==> config.mk <==
export PLATFORM = sky130hd
export DESIGN_NAME = tensor_scalar_add_collector_flat
export DESIGN_NICKNAME = d
export VERILOG_FILES = /design/src/rtl/tensor_scalar_add_collector_if.sv /design/src/rtl/tensor_scalar_add_collector.sv /design/src/flat_wrapper.sv
export SDC_FILE = /design/constraint.sdc
export NUM_CORES = 1
export LEC_CHECK = 0
export ABC_AREA = 0
export CORE_ASPECT_RATIO = 0.9
export CORE_MARGIN = 4
export CORE_UTILIZATION = 57
export CTS_BUF_LIST = sky130_fd_sc_hd__clkbuf_2 sky130_fd_sc_hd__clkbuf_4 sky130_fd_sc_hd__clkbuf_8
export DETAILED_ROUTE_END_ITERATION = 8
export PLACE_DENSITY_LB_ADDON = 0.15
export SETUP_SLACK_MARGIN = 0.3
export SYNTH_ARGS = -nofsm -noshare
export SYNTH_HDL_FRONTEND = slang
export SYNTH_SLANG_ARGS = --single-unit
export TNS_END_PERCENT = 1
==> constraint.sdc <==
create_clock -name i_clk -period 5.2 [get_ports i_clk]
set_input_delay 1.04 -clock i_clk [delete_from_list [all_inputs] [get_ports i_clk]]
set_output_delay 1.04 -clock i_clk [all_outputs]
set_load 0.01 [all_outputs]
==> src/rtl/tensor_scalar_add_collector_if.sv <==
// tensor_scalar_add_collector_if
//   Bundles the collector's issue-credit, adder and output-stream signals.
//   master : collector side (drives issue_ready, adder_float_sel, m_*, err)
//   slave  : environment side (upstream issuer, adder, downstream consumer)
// Signals:
//   req_float         requested adder mode (1 = float32, 0 = integer)
//   issue_valid       upstream presents an operand pair
//   issue_ready       issue permitted this cycle
//   adder_float_sel   adder float/int select
//   adder_out_valid   adder result valid
//   adder_out_result  adder result
//   m_valid/m_ready   output stream handshake
//   m_data            head-of-FIFO result
//   m_count           FIFO occupancy
//   err               sticky protocol error
interface tensor_scalar_add_collector_if #(
  parameter int unsigned BW_TENSOR_SCALAR = 32,
  parameter int unsigned DEPTH            = 4
);
  localparam int unsigned CW = $clog2(DEPTH + 1);

  logic                        req_float;
  logic                        issue_valid;
  logic                        issue_ready;
  logic                        adder_float_sel;
  logic                        adder_out_valid;
  logic [BW_TENSOR_SCALAR-1:0] adder_out_result;
  logic                        m_valid;
  logic                        m_ready;
  logic [BW_TENSOR_SCALAR-1:0] m_data;
  logic [CW-1:0]               m_count;
  logic                        err;

  modport master (
    input  req_float,
    input  issue_valid,
    output issue_ready,
    output adder_float_sel,
    input  adder_out_valid,
    input  adder_out_result,
    output m_valid,
    input  m_ready,
    output m_data,
    output m_count,
    output err
  );

  modport slave (
    output req_float,
    output issue_valid,
    input  issue_ready,
    input  adder_float_sel,
    output adder_out_valid,
    output adder_out_result,
    input  m_valid,
    output m_ready,
    input  m_data,
    input  m_count,
    input  err
  );
endinterface

==> src/rtl/tensor_scalar_add_collector.sv <==
// tensor_scalar_add_collector
//   Collects the tensor-scalar adder's fixed-latency results into a small FIFO,
//   presents them as a ready/valid stream, grants upstream issue credits so the
//   FIFO never overflows, and owns the adder's int/float mode select, draining
//   the float pipeline before leaving float mode.
// Ports:
//   i_clk   clock
//   i_rst   synchronous active-high reset
//   io_bus  collector-side (master) view of tensor_scalar_add_collector_if
// Build option:
//   TENSOR_ADD_COLLECT_FLOAT_EN  defined enables the float mode (FLOAT/DRAIN
//   states, in-flight tracking). Undefined: integer-only, req_float ignored.
module tensor_scalar_add_collector #(
  parameter int unsigned BW_TENSOR_SCALAR = 32,
  parameter int unsigned DEPTH            = 4,
  parameter int unsigned FLOAT_LATENCY    = 3
) (
  input  logic                                 i_clk,
  input  logic                                 i_rst,
  tensor_scalar_add_collector_if.master        io_bus
);
  localparam int unsigned AW = $clog2(DEPTH);
  localparam int unsigned CW = $clog2(DEPTH + 1);
  localparam int unsigned IW = $clog2(FLOAT_LATENCY + 1);

  typedef enum logic [1:0] {StInt, StFloat, StDrain} state_e;

  state_e                      r_state;
  state_e                      w_state_d;
  logic [BW_TENSOR_SCALAR-1:0] r_mem [DEPTH];
  logic [AW-1:0]               r_rd_ptr;
  logic [AW-1:0]               r_wr_ptr;
  logic [CW-1:0]               r_count;
  logic [IW-1:0]               r_inflight;
  logic [IW-1:0]               w_inflight_d;
  logic                        r_err;

  logic w_full;
  logic w_pop;
  logic w_push;
  logic w_push_ok;
  logic w_fire;
  logic w_issue_ready;
  logic w_float_sel;
  logic w_spurious;

  assign w_full    = (r_count == CW'(DEPTH));
  assign w_pop     = (r_count != '0) && io_bus.m_ready;
  assign w_push    = io_bus.adder_out_valid;
  // A push into a full FIFO is only kept when the head leaves in the same cycle.
  assign w_push_ok = w_push && (!w_full || w_pop);
  assign w_fire    = io_bus.issue_valid && w_issue_ready;

  // ---------------------------------------------------------------------------
  // FSM: state register
  // ---------------------------------------------------------------------------
  always_ff @(posedge i_clk) begin
    if (i_rst) begin
      r_state <= StInt;
    end else begin
      r_state <= w_state_d;
    end
  end

  // ---------------------------------------------------------------------------
  // FSM: next state
  // ---------------------------------------------------------------------------
  always_comb begin
    w_state_d = r_state;
`ifdef TENSOR_ADD_COLLECT_FLOAT_EN
    unique case (r_state)
      StInt: begin
        if (io_bus.req_float) w_state_d = StFloat;
      end
      StFloat: begin
        if (!io_bus.req_float) w_state_d = (r_inflight == '0) ? StInt : StDrain;
      end
      StDrain: begin
        // req_float may move freely while draining; it is only sampled here.
        if (r_inflight == '0) w_state_d = io_bus.req_float ? StFloat : StInt;
      end
      default: w_state_d = StInt;
    endcase
`else
    w_state_d = StInt;
`endif
  end

`ifndef TENSOR_ADD_COLLECT_FLOAT_EN
  logic w_unused_req_float;
  assign w_unused_req_float = io_bus.req_float;
`endif

  // ---------------------------------------------------------------------------
  // FSM: outputs
  // ---------------------------------------------------------------------------
  always_comb begin
    w_issue_ready = 1'b0;
    w_float_sel   = 1'b0;
    unique case (r_state)
      StInt: begin
        w_issue_ready = (r_count < CW'(DEPTH));
      end
      StFloat: begin
        w_float_sel   = 1'b1;
        // Reserve a slot for every result still in the pipeline; a same-cycle
        // pop is deliberately not credited.
        w_issue_ready = ((32'(r_count) + 32'(r_inflight)) < DEPTH) &&
                        (32'(r_inflight) < FLOAT_LATENCY);
      end
      StDrain: begin
        w_float_sel = 1'b1;
      end
      default: ;
    endcase
    if (i_rst) w_issue_ready = 1'b0;
  end

  // ---------------------------------------------------------------------------
  // In-flight float results
  // ---------------------------------------------------------------------------
  always_comb begin
    w_inflight_d = r_inflight;
    if ((r_state == StFloat) && w_fire) begin
      w_inflight_d = w_inflight_d + IW'(1);
    end
    if ((r_state != StInt) && w_push && (r_inflight != '0)) begin
      w_inflight_d = w_inflight_d - IW'(1);
    end
    if (w_state_d == StInt) w_inflight_d = '0;
  end

`ifdef TENSOR_ADD_COLLECT_FLOAT_EN
  // A float-mode result with nothing outstanding means the adder misbehaved.
  assign w_spurious = w_push && (r_state != StInt) && (r_inflight == '0);
`else
  assign w_spurious = 1'b0;
`endif

  // ---------------------------------------------------------------------------
  // FIFO, counters and sticky error
  // ---------------------------------------------------------------------------
  always_ff @(posedge i_clk) begin
    if (i_rst) begin
      r_rd_ptr   <= '0;
      r_wr_ptr   <= '0;
      r_count    <= '0;
      r_inflight <= '0;
      r_err      <= 1'b0;
      for (int unsigned i = 0; i < DEPTH; i++) begin
        r_mem[i] <= '0;
      end
    end else begin
      if (w_push_ok) begin
        r_mem[r_wr_ptr] <= io_bus.adder_out_result;
        r_wr_ptr        <= r_wr_ptr + AW'(1);
      end
      if (w_pop) begin
        r_rd_ptr <= r_rd_ptr + AW'(1);
      end
      r_count    <= r_count + CW'(w_push_ok) - CW'(w_pop);
      r_inflight <= w_inflight_d;
      r_err      <= r_err | (w_push && w_full && !w_pop) | w_spurious;
    end
  end

  assign io_bus.issue_ready     = w_issue_ready;
  assign io_bus.adder_float_sel = w_float_sel;
  assign io_bus.m_valid         = (r_count != '0);
  assign io_bus.m_data          = r_mem[r_rd_ptr];
  assign io_bus.m_count         = r_count;
  assign io_bus.err             = r_err;

endmodule

==> src/flat_wrapper.sv <==
// flat-port wrapper written by rule: the top's interface ports become plain ports
module tensor_scalar_add_collector_flat 
#(
  parameter int unsigned BW_TENSOR_SCALAR = 32,
  parameter int unsigned DEPTH            = 4,
  parameter int unsigned FLOAT_LATENCY    = 3
)
  (i_clk, i_rst, io_bus_req_float, io_bus_issue_valid, io_bus_issue_ready, io_bus_adder_float_sel, io_bus_adder_out_valid, io_bus_adder_out_result, io_bus_m_valid, io_bus_m_ready, io_bus_m_data, io_bus_m_count, io_bus_err);
  tensor_scalar_add_collector_if #(.BW_TENSOR_SCALAR(BW_TENSOR_SCALAR), .DEPTH(DEPTH)) io_bus_i ();
  input  logic i_clk;
  input  logic i_rst;
  input wire logic [$bits(io_bus_i.req_float)-1:0] io_bus_req_float;
  input wire logic [$bits(io_bus_i.issue_valid)-1:0] io_bus_issue_valid;
  output wire logic [$bits(io_bus_i.issue_ready)-1:0] io_bus_issue_ready;
  output wire logic [$bits(io_bus_i.adder_float_sel)-1:0] io_bus_adder_float_sel;
  input wire logic [$bits(io_bus_i.adder_out_valid)-1:0] io_bus_adder_out_valid;
  input wire logic [$bits(io_bus_i.adder_out_result)-1:0] io_bus_adder_out_result;
  output wire logic [$bits(io_bus_i.m_valid)-1:0] io_bus_m_valid;
  input wire logic [$bits(io_bus_i.m_ready)-1:0] io_bus_m_ready;
  output wire logic [$bits(io_bus_i.m_data)-1:0] io_bus_m_data;
  output wire logic [$bits(io_bus_i.m_count)-1:0] io_bus_m_count;
  output wire logic [$bits(io_bus_i.err)-1:0] io_bus_err;
  assign io_bus_i.req_float = io_bus_req_float;
  assign io_bus_i.issue_valid = io_bus_issue_valid;
  assign io_bus_issue_ready = io_bus_i.issue_ready;
  assign io_bus_adder_float_sel = io_bus_i.adder_float_sel;
  assign io_bus_i.adder_out_valid = io_bus_adder_out_valid;
  assign io_bus_i.adder_out_result = io_bus_adder_out_result;
  assign io_bus_m_valid = io_bus_i.m_valid;
  assign io_bus_i.m_ready = io_bus_m_ready;
  assign io_bus_m_data = io_bus_i.m_data;
  assign io_bus_m_count = io_bus_i.m_count;
  assign io_bus_err = io_bus_i.err;
  tensor_scalar_add_collector #(.BW_TENSOR_SCALAR(BW_TENSOR_SCALAR), .DEPTH(DEPTH), .FLOAT_LATENCY(FLOAT_LATENCY)) u_core (.i_clk(i_clk), .i_rst(i_rst), .io_bus(io_bus_i));
endmodule
==> impl_metrics.yaml, run 1 <==
synthesis:
  synth_seq_area_share_pct: 67.74
  yosys-top-cells-count: "129 x and2_1, 128 x edfxtp_1, 32 x mux4_2, 15 x clkbuf_1, 10 x dfxtp_1"
  synth_cell_types: 32
  synth_edf_count: 128
  synth.most_common_cell: "and2_1"
  avgSynthCellArea_um2: 16.40
  synth_top_area_cell: "edfxtp_1"
  synthArstFlopShare_pct: 0
  synth-main-ff-cell: "edfxtp_1"
  synth_top_area_share_pct: 64.39
  syn_area_um2: 5969
  syn_inst: 364
  synth-seq-cells: 138
  syn_nets: 405
  yosys_warnings: 0
  synth_area_leaders: "edfxtp_1 64%, and2_1 14%, mux4_2 12%"
cts:
  cts_buffers: 17
  hold_buffers: 0
  cts_setup_buffers: 0
  insertion_delay_ns: 0.43
  cts.repair.resized: 0
  clkSlewWorstSetupHoldPaths_ns: 0.08
  htreeDepth: 4
  cts_buffer_depth: 2
  cts_sinks: 138
  ctsRootBufferMaster: "clkbuf_8"
  cts_tree: "built"
worst_setup_path:
  critPathSlowestCell: "dfxtp_2"
  max_stage_delay_ns: 0.72
  critPathKind: "reg -> out"
  worstSetupEndpointType: "output pin"
  worstPathRequired_ns: 4.16
  startpoint_type: "flip-flop"
  crit_fanout: 17
  crit_chain: "buf_4, mux4_2, clkdlybuf4s50_1"
  cp.arrival_ns: 2.68
floorplanning:
  initial_core_util_pct: 58.25
  die_area_um2: 12180
  die_h_um: 105.1
  io_pins: 77
  die_w_um: 115.9
  core_um2: 10250
  rows: 35
power_and_ir_drop:
  p_int_mw: 2.299
  p_clk_share_pct: 30.3
  powerDensity_nw_per_um2: 420.4
  seq_power_share_pct: 46.5
  peakVddDrop_mv: 0.2843
  power_mw: 3.081
  power.switching_mw: 0.7818
  swShare_pct: 25.38
  comb_power_share_pct: 23.2
  p_leak_nw: 2.650
global_route:
  first_global_vias: 3437
  antenna_found_initial: 0
  grt_pass1_wl_um: 18190
  grt-ovfl-total: 0
  grt_util_all_layers_pct: 20.43
  grt_max_degree: 34
final_layout:
  final_area_um2: 7327
  fillers: 694
  area_growth_pct: 22.74
  fin_util_pct: 71.50
  drive_above_1_share_pct: 18.20
  nNetsFinal: 484
  num_antenna_cells: 0
routing:
  vias: 3223
  drtIter0Drc: 203
  antenna_left: 0
  drt_wl_total_um: 11210
  vias_per_cell: 5.509
  firstDrtPassIters: 5
  drc_errors: 0
  wl_per_cell_um: 19.17
sta:
  slew_violations: 0
  hold_ws_ns: 0.4915
  fmax_mhz: 268.6
  tns_ns: 0
  rsz0062_at_grt: "no"
  skew_ns: 0.006795
  final.period_utilization_pct: 71.60
  final_hold_viol_count: 0
  tightest_slew_ns: 0.9265
  max_slew_margin_pct: 37.77
  setup_violations: 0
  period_needed_ns: 3.723
placement:
  place_area_um2: 6895
  place_hpwl_um: 6409
  port-buffer-count: 73
  place_congestion: 0.7543
flow_run:
  max-cap-violations: 0
min_path:
  hold_path_class: "reg -> reg"
run_status:
  status: "finished clean"
## worst paths after layout
check                                            to  cells past startpoint  slack [ns]                     start
worst max-delay path              io_bus_m_data[15]                      3        1.48                 flip-flop
worst min-delay path              u_core.io_bus.err                      2        0.49         u_core.io_bus.err
worst max register to register  u_core.r_mem[0][25]                      4        2.67  u_core.io_bus.m_count[2]
worst min register to register    u_core.io_bus.err                      2        0.49         u_core.io_bus.err
## power by group through the flow
stage / combinational (mW) / clock (mW) / sequential [mW]
after floorplan: 0.432 / 0 / 1.40
after global placement: 0.721 / 0 / 1.45
after detailed placement: 0.727 / 0 / 1.46
after CTS: 0.731 / 0.952 / 1.44
after global routing: 0.777 / 1.00 / 1.45
final: 0.715 / 0.933 / 1.43
## routing by layer
| metal | GRT usage, % | share of wire, % |
|---|---|---|
| met4 | 6.711 | 0.87 |
| met5 | 0 | 0 |
| met3 | 5.906 | 5.1 |
| met2 | 32.54 | 52 |
| met1 | 27.17 | 42 |
## cell type report
| type | count | area (µm²) | share of cell area (%) |
|---|---|---|---|
| tap | 129 | 161.4 | 2.203 |
| sequential | 138 | 4046 | 55.23 |
| clock buffer | 20 | 256.5 | 3.501 |
| multi-input combinational | 199 | 1874 | 25.58 |
| clock inverter | 12 | 175.2 | 2.391 |
| inverter | 6 | 22.52 | 0.3074 |
| timing repair buffer | 81 | 790.8 | 10.79 |
## stage by stage
stage	cells	worst slack, ns
floorplan	364	1.138
global placement	553	1.595
detailed placement	553	1.539
CTS	585	1.360
global route	585	1.234
finish	585	1.477
## registers in the layout, indices dropped and copies added, names as in the netlist, named ones only
name                   cells
u_core.r_mem             128
u_core.io_bus.m_count      3
u_core.r_rd_ptr            2
u_core.r_wr_ptr            2
u_core.io_bus.err          1
## cells in the final DEF (no fill, tap or decap), types with 2 or more instances in the layout
master | synthesis | layout
and2_1 | 129 | 129
edfxtp_1 | 128 | 128
clkdlybuf4s50_1 | 0 | 73
mux4_2 | 32 | 32
clkbuf_8 | 0 | 17
nor2_1 | 9 | 9
buf_4 | 1 | 8
dfxtp_1 | 10 | 8
inv_1 | 6 | 6
bufinv_16 | 0 | 4
clkinvlp_4 | 0 | 3
clkbuf_4 | 0 | 3
clkinv_2 | 0 | 3
nor4b_4 | 1 | 2
nand2b_1 | 2 | 2
nand2_1 | 2 | 2
nor4_4 | 0 | 2
nor2b_1 | 2 | 2
xor2_1 | 2 | 2
ha_1 | 2 | 2
dfxtp_2 | 0 | 2
clkinv_4 | 0 | 2
## kinds of logic (layout without fill, tap and decap cells)
family                   count (synthesis)  count (layout)  synth area share (%)
AND/OR/NAND/NOR                        152             152                 16.08
flip-flops                             138             138                 67.74
multiplexers                            33              33                 12.26
buffers and inverters                   27             119                 1.823
AO/OA/AOI/OAI                            7               7                0.8384
adder cells (fa/ha/maj)                  3               3                0.7545
XOR/XNOR                                 3               3                0.4402
other                                    1               1               0.06282
## worst max-delay path, delay by kind of cell, from the launching register on
family / cells / cell delay [ns]
flip-flops: 1 / 0.72
multiplexers: 1 / 0.57
buffers and inverters: 2 / 0.95
Power figures use the tool's default switching activity.
==> inputs of run 2 (changes only) <==
--- a/config.mk
+++ b/config.mk
@@ -8,7 +8,7 @@
 export ABC_AREA = 0
 export CORE_ASPECT_RATIO = 0.9
 export CORE_MARGIN = 4
-export CORE_UTILIZATION = 57
+export CORE_UTILIZATION = 52
 export CTS_BUF_LIST = sky130_fd_sc_hd__clkbuf_2 sky130_fd_sc_hd__clkbuf_4 sky130_fd_sc_hd__clkbuf_8
 export DETAILED_ROUTE_END_ITERATION = 8
 export PLACE_DENSITY_LB_ADDON = 0.15
==> constraint.sdc (replaced) <==
create_clock -name i_clk -period 3.2 [get_ports i_clk]
set_input_delay 0.64 -clock i_clk [delete_from_list [all_inputs] [get_ports i_clk]]
set_output_delay 0.64 -clock i_clk [all_outputs]
set_load 0.01 [all_outputs]
==> run 2 against run 1 <==
Cell area up 1.7%. Worst setup slack worse by 1.0 ns. Combinational power increased by 76%. Flip-flop and latch count stayed put. Non-clock buffer count is 6 higher. Utilization is 4.0 points lower. Final cell count rose by 5.0%. Register-to-register slack got worse by 1.7 ns. Clock skew decreased by 0.0010 ns. Count of clock-buffer cells in the layout decreased by 3. Sequential power grew 59%. Via count down 1.1%. Critical path type unchanged.
==> impl_metrics.yaml, run 2 (synthesized netlist as in run 1, its figures left out) <==
routing:
  drc_errors: 0
  vias: 3188
  vias_per_cell: 5.192
  firstDrtPassIters: 4
  antenna_left: 0
  wl_per_cell_um: 18.44
  drt_wl_total_um: 11330
  drtIter0Drc: 206
final_layout:
  mostFrequentLayoutCells: "129 x and2_1, 128 x edfxtp_1, 73 x clkdlybuf4s50_1"
  largest_register_ffs: 128
  fin_util_pct: 67.54
  num_antenna_cells: 0
  area_growth_pct: 24.86
  nNetsFinal: 490
  drive_above_1_share_pct: 18.61
  largest-register: "u_core.r_mem"
  final_common_cell: "and2_1"
placement:
  port-buffer-count: 73
  dp_slack_ns: 0.2330
  place_hpwl_um: 6797
  place_congestion: 0.6740
worst_setup_path:
  cp.arrival_ns: 2.11
  startpoint_type: "flip-flop"
  worstPathRequired_ns: 2.56
  ff2ff_setup_slack_ns: 0.95
  max_stage_delay_ns: 0.57
  crit_fanout: 22
  critPathKind: "reg -> out"
  crit_chain: "buf_8, mux4_2, clkdlybuf4s50_1"
  worstSetupEndpointType: "output pin"
  critPathSlowestCell: "mux4_2"
cts:
  ctsRootBufferMaster: "clkbuf_8"
  cts_setup_buffers: 0
  cts_buffers: 17
  cts_buffer_depth: 2
  htreeDepth: 4
  insertion_delay_ns: 0.43
  cts_tree: "built"
  cts_sinks: 138
  cts.repair.resized: 1
  hold_buffers: 0
  clkSlewWorstSetupHoldPaths_ns: 0.07
global_route:
  grt_pass1_wl_um: 17860
  first_global_vias: 3414
  grt-ovfl-total: 0
  grt_util_all_layers_pct: 18.50
  antenna_found_initial: 0
  grt_max_degree: 33
floorplanning:
  core_um2: 11040
  die_h_um: 109.6
  io_pins: 77
  die_area_um2: 13260
  rows: 36
  initial_core_util_pct: 54.09
  die_w_um: 120.9
sta:
  fmax_mhz: 363.0
  max_slew_margin_pct: 29.60
  fin_ws_ns: 0.4452
  slew_violations: 0
  skew_ns: 0.005769
  period_needed_ns: 2.755
  setup_violations: 0
  rsz0062_at_grt: "no"
  tightest_slew_ns: 1.050
  final.period_utilization_pct: 86.09
  final_hold_viol_count: 0
power_and_ir_drop:
  powerDensity_nw_per_um2: 682.5
  p_leak_nw: 2.698
  peakVddDrop_mv: 0.3690
run_status:
  status: "finished clean"
flow_run:
  max-cap-violations: 0
min_path:
  hold_path_class: "reg -> reg"
==> run 2: changes by cell type in the layout (fill, tap and decap cells not counted), sizes merged <==
cell      change
clkinv        +3
clkinvlp      -1
bufinv        +1
clkbuf        -3
buf           +6
==> run 2: cell type report <==
cell class,count,area (µm²)
Sequential cell,138,4046
Fill cell,759,3582
Multi-Input combinational cell,199,1874
Timing Repair Buffer,87,880.8
Clock buffer,17,234.0
Clock inverter,15,205.2
Tap cell,152,190.2
Inverter,6,22.52
==> run 2: path summary, 6_finish.rpt <==
| kind | cells after the start | startpoint | endpoint |
|---|---|---|---|
| setup reg to reg | 9 | u_core.io_bus.m_count[1] | u_core.io_bus.m_count[2] |
| hold / removal | 2 | u_core.io_bus.err | u_core.io_bus.err |
| setup / recovery | 3 | flip-flop | io_bus_m_data[31] |
| hold reg to reg | 2 | u_core.io_bus.err | u_core.io_bus.err |
==> run 2: metrics by stage <==
step	area (µm²)	hold slack [ns]	std cells	power (mW)	TNS, ns
finish	7453	0.4757	614	5.087	0
global route	7453	0.5021	614	5.323	0
CTS	7450	0.4847	614	5.146	0
detailed placement	7007	0.4675	582	3.580	0
global placement	7007	0.4657	582	3.565	0
floorplan	5969	0.4847	364	2.980	-14.16
==> run 2: where the power goes <==
part           leakage, nW  internal (mW)  switching, mW
clock                0.218          0.914          0.646
combinational         1.06          0.722          0.537
sequential            1.42           2.17         0.0952
==> run 2: worst max-delay path: cells and delay by family (launching register included) <==
| family | cells | cell delay [ns] |
|---|---|---|
| buffers and inverters | 2 | 0.76 |
| flip-flops | 1 | 0.35 |
| multiplexers | 1 | 0.57 |
==> run 2: layer usage <==
layer | GRT usage [%] | wire, µm | share of wire (%) | vias up
li1 | - | - | - | 1501
met1 | 23.18 | 4873 | 43 | 1595
met2 | 30.90 | 5846 | 52 | 83
met3 | 5.761 | 508 | 4.5 | 9
met4 | 6.392 | 95 | 0.84 | 0
met5 | 0 | 0 | 0 | -
==> inputs of run 3 (changes only) <==
--- a/config.mk
+++ b/config.mk
@@ -8,7 +8,7 @@
 export ABC_AREA = 0
 export CORE_ASPECT_RATIO = 0.9
 export CORE_MARGIN = 4
-export CORE_UTILIZATION = 52
+export CORE_UTILIZATION = 50
 export CTS_BUF_LIST = sky130_fd_sc_hd__clkbuf_2 sky130_fd_sc_hd__clkbuf_4 sky130_fd_sc_hd__clkbuf_8
 export DETAILED_ROUTE_END_ITERATION = 8
 export PLACE_DENSITY_LB_ADDON = 0.15
==> run 3 against run 2 <==
Cell area is 0.82% lower. Global-route usage is 0.28 points lower. First-iteration DRC count is 46% higher. Critical path depth stayed put. Via count is 1.1% higher. Flip-flop and latch count stayed put. Clock power is 15% lower. Worst hold slack better by 0.018 ns. Fmax is 2.2% lower.
==> impl_metrics.yaml, run 3 (synthesized netlist as in run 1, its figures left out) <==
run_status:
  status: "finished clean"
worst_setup_path:
  cp.arrival_ns: 2.18
  max_stage_delay_ns: 0.66
  worstSetupEndpointType: "output pin"
  crit_fanout: 17
  critPathKind: "reg -> out"
  worstPathRequired_ns: 2.56
  critPathSlowestCell: "dfxtp_2"
  startpoint_type: "flip-flop"
  crit_chain: "buf_12, mux4_2, clkdlybuf4s50_1"
cts:
  clkSlewWorstSetupHoldPaths_ns: 0.07
  cts_tree: "built"
  ctsRootBufferMaster: "clkbuf_8"
  cts_sinks: 138
  cts_buffers: 17
  insertion_delay_ns: 0.44
  hold_buffers: 0
  cts.repair.resized: 0
  htreeDepth: 4
  cts_buffer_depth: 2
  cts_setup_buffers: 0
routing:
  firstDrtPassIters: 5
  vias: 3222
  antenna_left: 0
  vias_per_cell: 5.205
  drc_errors: 0
  drtIter0Drc: 301
  wl_per_cell_um: 18.61
  drt_wl_total_um: 11520
global_route:
  grt_util_all_layers_pct: 18.22
  grt_pass1_wl_um: 18480
  grt_max_degree: 33
  first_global_vias: 3514
  grt-ovfl-total: 0
  antenna_found_initial: 0
power_and_ir_drop:
  powerDensity_nw_per_um2: 658.8
  p_leak_nw: 2.665
  seq_power_share_pct: 46.7
  comb_power_share_pct: 26.2
  swShare_pct: 26.27
  power.switching_mw: 1.279
  peakVddDrop_mv: 0.3323
  p_clk_share_pct: 27.1
  p_int_mw: 3.591
min_path:
  hold_path_class: "reg -> reg"
final_layout:
  mostFrequentLayoutCells: "129 x and2_1, 128 x edfxtp_1, 73 x clkdlybuf4s50_1"
  area_growth_pct: 23.83
  largest_register_ffs: 128
  final_area_um2: 7392
  finalNonFillerCells: 619
  nNetsFinal: 491
  final_common_cell: "and2_1"
  num_antenna_cells: 0
  largest-register: "u_core.r_mem"
  drive_above_1_share_pct: 19.01
placement:
  port-buffer-count: 73
  place_hpwl_um: 6998
  dp.cells: 587
  place_congestion: 0.7671
  place_area_um2: 7019
  dp_slack_ns: 0.2654
sta:
  setup_violations: 0
  fmax_mhz: 355.1
  hold_ws_ns: 0.4932
  final_hold_viol_count: 0
  skew_ns: 0.008487
  tightest_slew_ns: 0.9674
  max_slew_margin_pct: 35.15
  rsz0062_at_grt: "no"
  fin_ws_ns: 0.3837
  slew_violations: 0
  period_needed_ns: 2.816
  final.period_utilization_pct: 88.01
floorplanning:
  io_pins: 77
  core_um2: 11570
  die_h_um: 111.7
  initial_core_util_pct: 51.58
  die_w_um: 123.2
  rows: 37
  die_area_um2: 13750
flow_run:
  max-cap-violations: 0
==> run 3: cell types whose count changed in the layout (fill, tap and decap cells not counted), sizes merged <==
cell and change:
buf +1, clkinvlp +2, bufinv -3, clkbuf +1
==> run 3: power groups by stage <==
stage	Clock, mW	Combinational, mW	Sequential (mW)
after global routing	1.43	1.38	2.30
final	1.32	1.27	2.27
after floorplan	0	0.702	2.28
after detailed placement	0	1.30	2.32
after global placement	0	1.29	2.31
after CTS	1.35	1.31	2.28
==> run 3: worst paths after layout <==
kind	slack, ns	end	cells after the start	startpoint
worst max-delay path	0.38	io_bus_m_data[11]	3	flip-flop
worst min-delay path	0.49	u_core.io_bus.err	2	u_core.io_bus.err
worst max register to register	0.99	u_core.r_mem[0][12]	4	u_core.io_bus.m_count[1]
worst min register to register	0.49	u_core.io_bus.err	2	u_core.io_bus.err
==> run 3: layout make-up <==
| class | instances | area, µm² |
|---|---|---|
| tap | 156 | 195.2 |
| fill | 870 | 4182 |
| clock buffer | 18 | 241.5 |
| clock inverter | 14 | 131.4 |
| inverter | 6 | 22.52 |
| multi-input combinational | 199 | 1874 |
| timing repair buffer | 88 | 880.8 |
| sequential | 138 | 4046 |
==> run 3: stage by stage <==
step	power [mW]	utilization (%)	TNS, ns
final	4.870	63.87	0
after global routing	5.105	63.87	0
after global placement	3.599	60.65	0
after detailed placement	3.614	60.65	0
after CTS	4.929	63.87	0
after floorplan	2.980	-	-14.16
==> run 3: worst max-delay path, delay by kind of cell, from the launching register on <==
kind / cells / cell delay, ns
flip-flops: 1 / 0.66
buffers and inverters: 2 / 0.74
multiplexers: 1 / 0.34
==> run 3: metal layers <==
metal  GRT usage (%)  routed length (µm)  share of wire (%)  vias to the layer above
met2           29.75                5719                 50                       80
met4           6.199                 114               0.99                        0
met1           24.02                5058                 44                     1628
li1                -                   -                  -                     1504
met5               0                   0                  0                        -
met3           4.368                 624                5.4                       10
